--- src/rtl/pipeline_ctrl_pkg.sv ---
// Shared stall-bus encodings for the pipeline registers and the stall/flush controller.
// Pure types and constants; no timing or flow-control behaviour of its own.
package pipeline_ctrl_pkg;

  localparam int STALL_W      = 6;
  localparam int STALL_EX_BIT = 3;

  typedef logic [STALL_W-1:0] stall_bus_t;

  // Bit order: [0]pc [1]if_id [2]id [3]id_ex/ex [4]ex_mem [5]mem_wb
  localparam stall_bus_t STALL_NONE = 6'b000000;
  localparam stall_bus_t STALL_IF   = 6'b000011;
  localparam stall_bus_t STALL_ID   = 6'b000111;
  localparam stall_bus_t STALL_MEM  = 6'b011111;

  function automatic stall_bus_t stall_merge(input logic req_if, input logic req_id,
                                             input logic req_mem);
    stall_bus_t s;
    s = STALL_NONE;
    if (req_mem)     s = STALL_MEM;
    else if (req_id) s = STALL_ID;
    else if (req_if) s = STALL_IF;
    return s;
  endfunction

endpackage

--- src/rtl/pipeline_ctrl_perf_counter.sv ---
// Free-running event counter, increments one cycle after en, wraps modulo 2^CNT_WIDTH.
// Never stalls; the caller folds any global freeze into en.
module perf_counter #(
  parameter int CNT_WIDTH = 32
) (
  input  logic                 clk_in,
  input  logic                 rst_in,
  input  logic                 en,
  output logic [CNT_WIDTH-1:0] count
);

  logic [CNT_WIDTH-1:0] count_q;
  logic [CNT_WIDTH-1:0] count_d;

  always_comb begin
    count_d = count_q;
    if (en) count_d = count_q + CNT_WIDTH'(1);
  end

  always_ff @(posedge clk_in or posedge rst_in) begin
    if (rst_in) count_q <= '0;
    else        count_q <= count_d;
  end

  assign count = count_q;

endmodule

--- src/rtl/pipeline_ctrl.sv ---
// Stall/flush controller: zero-latency stall bus and flush, registered pending jump, perf counters
// and sticky hang watchdog; rdy_in=0 freezes all state while combinational outputs keep following.
module pipeline_ctrl
  import pipeline_ctrl_pkg::*;
#(
  parameter int CNT_WIDTH  = 32,
  parameter int HANG_LIMIT = 1024
) (
  input  logic                 clk_in,
  input  logic                 rst_in,
  input  logic                 rdy_in,
  input  logic                 stall_req_if,
  input  logic                 stall_req_id,
  input  logic                 stall_req_mem,
  input  logic                 jump_enable_in,
  output logic [STALL_W-1:0]   stall_out,
  output logic                 flush_out,
  output logic [CNT_WIDTH-1:0] cycle_cnt,
  output logic [CNT_WIDTH-1:0] stall_cnt,
  output logic [CNT_WIDTH-1:0] flush_cnt,
  output logic                 hang_out
);

  localparam int HW = $clog2(HANG_LIMIT + 1);
  localparam logic [HW-1:0] HANG_MAX = HW'(HANG_LIMIT);
  localparam logic [HW-1:0] HANG_ARM = HW'(HANG_LIMIT - 1);

  stall_bus_t    stall_raw;
  logic          stalled;
  logic          flush_raw;
  logic          jump_pending_q, jump_pending_d;
  logic          hang_q, hang_d;
  logic [HW-1:0] hang_cnt_q, hang_cnt_d;

  assign stall_raw = stall_merge(stall_req_if, stall_req_id, stall_req_mem);
  assign stalled   = |stall_raw;
  assign flush_raw = jump_enable_in | jump_pending_q;

  // Pipeline registers must see a quiet bus while reset is held.
  assign stall_out = rst_in ? STALL_NONE : stall_raw;
  assign flush_out = ~rst_in & flush_raw;
  assign hang_out  = hang_q;

  always_comb begin
    jump_pending_d = jump_pending_q;
    hang_cnt_d     = hang_cnt_q;
    hang_d         = hang_q;
    if (rdy_in) begin
      // A jump is remembered only while EX is held; it is consumed the cycle EX moves.
      jump_pending_d = stall_raw[STALL_EX_BIT] & (jump_pending_q | jump_enable_in);
      if (stalled) begin
        if (hang_cnt_q != HANG_MAX) hang_cnt_d = hang_cnt_q + HW'(1);
        if (hang_cnt_q == HANG_ARM) hang_d = 1'b1;
      end else begin
        hang_cnt_d = '0;
      end
    end
  end

  always_ff @(posedge clk_in or posedge rst_in) begin
    if (rst_in) begin
      jump_pending_q <= 1'b0;
      hang_cnt_q     <= '0;
      hang_q         <= 1'b0;
    end else begin
      jump_pending_q <= jump_pending_d;
      hang_cnt_q     <= hang_cnt_d;
      hang_q         <= hang_d;
    end
  end

  perf_counter #(.CNT_WIDTH(CNT_WIDTH)) u_cycle_cnt (
    .clk_in(clk_in), .rst_in(rst_in), .en(rdy_in), .count(cycle_cnt)
  );

  perf_counter #(.CNT_WIDTH(CNT_WIDTH)) u_stall_cnt (
    .clk_in(clk_in), .rst_in(rst_in), .en(rdy_in & stalled), .count(stall_cnt)
  );

  perf_counter #(.CNT_WIDTH(CNT_WIDTH)) u_flush_cnt (
    .clk_in(clk_in), .rst_in(rst_in), .en(rdy_in & flush_raw), .count(flush_cnt)
  );

endmodule

--- config.mk ---
export PLATFORM = sky130hd
export DESIGN_NAME = pipeline_ctrl
export DESIGN_NICKNAME = d
export VERILOG_FILES = /design/src/rtl/pipeline_ctrl_pkg.sv /design/src/rtl/pipeline_ctrl_perf_counter.sv /design/src/rtl/pipeline_ctrl.sv
export SDC_FILE = /design/constraint.sdc
export NUM_CORES = 1
export LEC_CHECK = 0
export BUFFER_PORTS_ARGS = -buffer_cell sky130_fd_sc_hd__clkbuf_2
export CAP_MARGIN = 30
export CORE_MARGIN = 2
export CORE_UTILIZATION = 40
export CTS_BUF_LIST = sky130_fd_sc_hd__clkbuf_16
export CTS_CLUSTER_SIZE = 8
export DETAILED_ROUTE_END_ITERATION = 10
export PLACE_DENSITY_LB_ADDON = 0.25
export SETUP_SLACK_MARGIN = 0.1
export SYNTH_ARGS = -nofsm -noshare
export SYNTH_HDL_FRONTEND = slang
export SYNTH_HIERARCHICAL = 1
export SYNTH_SLANG_ARGS = --single-unit
--- constraint.sdc ---
create_clock -name clk_in -period 3.1 [get_ports clk_in]
set_clock_uncertainty 0.05 [all_clocks]
set_input_delay 0.62 -clock clk_in [delete_from_list [all_inputs] [get_ports clk_in]]
set_output_delay 0.62 -clock clk_in [all_outputs]
set_load 0.005 [all_outputs]
==> flow_metrics.py <==
metrics = {
    "status": {
        "status": "completed",
    },
    "cts": {
        "cts_resized": 0,
        "post_cts_buffers": 0,
        "cts_root_buf": "clkbuf_16",
        "path_clk_slew_ps": 70,
        "cts_hold_buf": 0,
        "clk_path_buf_depth": 2,
        "clk_latency_ps": 350,
        "cts_tree": "done",
        "clkSinkCount": 109,
        "cts_buffers": 9,
        "h-tree-depth": 3,
    },
    "placed_design": {
        "io_buffer_count": 109,
        "dp.cells": 746,
        "routabilityCongestion": 0.7826,
        "dp_hpwl_um": 8061,
    },
    "floorplan": {
        "core_um2": 13140,
        "initial_utilization_pct": 40.71,
        "die_x_um": 119.6,
        "die_area_um2": 14310,
        "rows": 42,
        "die_y_um": 119.6,
        "pin_count": 111,
    },
    "detailed_routing": {
        "vias": 3915,
        "drcViolationCount": 0,
        "finalWirelength_um": 11100,
        "vias_per_cell": 5.138,
        "drt_pass1_iterations": 4,
        "drtAntennaViolNets": 0,
        "drtIter0Drc": 126,
        "wire_per_inst_um": 14.56,
    },
    "grt": {
        "globalRouteOverflowTotal": 0,
        "gr-usage-all-layers_pct": 16.16,
        "grt_first_pass_wirelength_um": 18730,
        "grt_pass1_vias": 3797,
        "antenna_found_initial": 0,
        "grt_max_degree": 33,
    },
    "flow_run": {
        "cap_viol_max_count": 0,
    },
    "yosys": {
        "synth.net_count": 477,
        "ys_types": 51,
        "ys_top_cells_by_area": "dfrtp_1 (51%), xor2_1 (8.8%), xnor2_1 (6.5%)",
        "synth_area_leader_cell": "dfrtp_1",
        "synthFlopType": "dfrtp_1",
        "yosysWarnings": 6,
        "syn_area_um2": 5349,
        "async_flop_share_pct": 100.0,
        "synth_seq_cells": 109,
        "synth_xor_area_share_pct": 15.39,
        "synth-edff-count": 0,
        "synth_mux_area_share_pct": 0.6316,
        "synth_top_family_by_area": "simple AND/OR/NAND/NOR gates",
        "synth-compound-area-share_pct": 4.117,
        "syn_inst": 465,
        "synth-adder-area-share_pct": 1.170,
        "syn_area_per_cell_um2": 11.50,
        "netlist.area_leader.share_pct": 50.99,
        "yosysSeqAreaShare_pct": 50.99,
        "synth-simple-area-share_pct": 25.17,
    },
    "timing": {
        "finalMaxSlewViolations": 0,
        "layout_min_cycle_time_ps": 2118,
        "hold_slack_ps": 344.8,
        "setup_tns_ps": 0,
        "fin_crit_sh_pct": 68.33,
        "rsz0062_at_grt": "no",
        "worstMarginPinSlew_ps": 518.2,
        "fmax_mhz": 472.1,
        "finalSetupViolCount": 0,
        "slew_headroom_pct": 65.34,
        "hold_viol_final": 0,
    },
    "worst_setup_path": {
        "r2r_slack_ps": 980,
        "reg2reg_to": "hang_cnt_q[9]$_DFFE_PP0P_",
        "worstPathRequired_ps": 3280,
        "path_max_fanout": 9,
        "cp-end-kind": "flop",
        "critPathKind": "reg -> reg",
        "start_kind": "flop",
        "arrival_ps": 2300,
        "r2r_start": "hang_cnt_q[0]$_DFFE_PP0P_",
        "reg2regPathDepth": 6,
    },
    "power_and_ir_drop": {
        "p_leak_uw": 0.003286,
        "powerDensity_nw_per_um2": 540.6,
        "total_power_uw": 3459,
        "ir_worst_vdd_mv": 0.3657,
    },
    "cells_and_area": {
        "fin_util_pct": 48.70,
        "most-common-layout-cells": "dfrtp_1 (109), clkbuf_2 (109), xor2_1 (54)",
        "instances_no_fill": 762,
        "area_growth_pct": 19.63,
        "antenna_cells": 0,
        "nets": 593,
        "drive_gt1_share_pct": 29.18,
    },
    "hold_path": {
        "hold_class": "in -> async",
    },
}
cells by family (layout without fill, tap and decap cells):
| family | Yosys count | count (layout) |
|---|---|---|
| AOI/OAI and AO/OA | 27 | 27 |
| xor gates and xnor gates | 94 | 94 |
| adders and majority gates | 5 | 5 |
| buffers and inverters | 25 | 146 |
| DFF | 109 | 109 |
| muxes | 3 | 3 |
| other | 1 | 1 |
| and+or+nand+nor | 201 | 201 |
sequential cells by signal, summed over array words and instances, names as in the netlist:
name               cells
hang_out               1
u_flush_cnt/count     32
u_stall_cnt/count     32
u_cycle_cnt/count     32
jump_pending_q         1
hang_cnt_q            11
cell type report:
class / count / area [um2]
Inverter: 15 / 56.30
Tap cell: 176 / 220.2
Multi-Input combinational cell: 331 / 2490
Sequential cell: 109 / 2728
Clock buffer: 9 / 225.2
Clock inverter: 7 / 88.84
Fill cell: 1242 / 6739
Timing Repair Buffer: 115 / 590.6
stage by stage:
| stage | setup slack, ps | cell area (um2) |
|---|---|---|
| floorplan | 722.3 | 5349 |
| global placement | 713.2 | 6085 |
| detailed placement | 647.2 | 6085 |
| CTS | 973.9 | 6399 |
| global route | 831.3 | 6399 |
| finish | 981.8 | 6399 |
power breakdown:
group	internal [uW]	switching [uW]
logic	244	246
registers	1570	188
clock network	704	510
critical path: stages (launching register included):
cell and delay [ps]:
dfrtp_1 420, inv_1 70, ha_1 140, or4b_4 500, o31ai_4 450, a21oi_1 80
o31a_2 290
metal layers:
metal  share of wire [%]  vias up  track usage, %
met5                   0        -               0
met3                 5.3       16           3.184
li1                    -     1863               -
met1                  45     1924           21.49
met2                  48      112           26.04
met4                 1.7        0           6.471
worst max path at each step:
stage	start	end	slack, ps	depth (start not counted)
6_report	hang_cnt_q[0]$_DFFE_PP0P_	hang_cnt_q[9]$_DFFE_PP0P_	980	6
3_3_place_gp	jump_enable_in	u_flush_cnt/count[25]$_DFFE_PP0P_	710	7
5_1_grt	jump_pending_q$_DFFE_PP0P_	u_flush_cnt/count[25]$_DFFE_PP0P_	830	6
4_1_cts	hang_cnt_q[0]$_DFFE_PP0P_	hang_cnt_q[9]$_DFFE_PP0P_	970	6
3_5_place_dp	jump_enable_in	u_flush_cnt/count[26]$_DFFE_PP0P_	650	7
2_1_floorplan	rdy_in	u_stall_cnt/count[25]$_DFFE_PP0P_	720	6
Yosys cell counts (2+ instances only):
master / n
nand3_2: 3
or4b_4: 2
and4_2: 3
ha_1: 5
nor2_1: 20
buf_6: 3
nand2b_1: 3
buf_2: 3
and4_1: 10
o31ai_1: 2
mux2_2: 3
nand2_1: 41
xnor2_1: 40
nand4_4: 3
nor3b_1: 4
nor4b_2: 3
nand4_1: 12
o31a_2: 2
and2_1: 6
dfrtp_1: 109
nand3_4: 3
and4_4: 6
buf_4: 3
and3_2: 2
inv_1: 15
o21ai_0: 6
nor3_1: 20
and3_1: 14
a21oi_1: 6
xor2_1: 54
nor4_1: 9
nor4_4: 6
nand3_1: 26
Note: power is estimated with default switching activity, not from simulation.
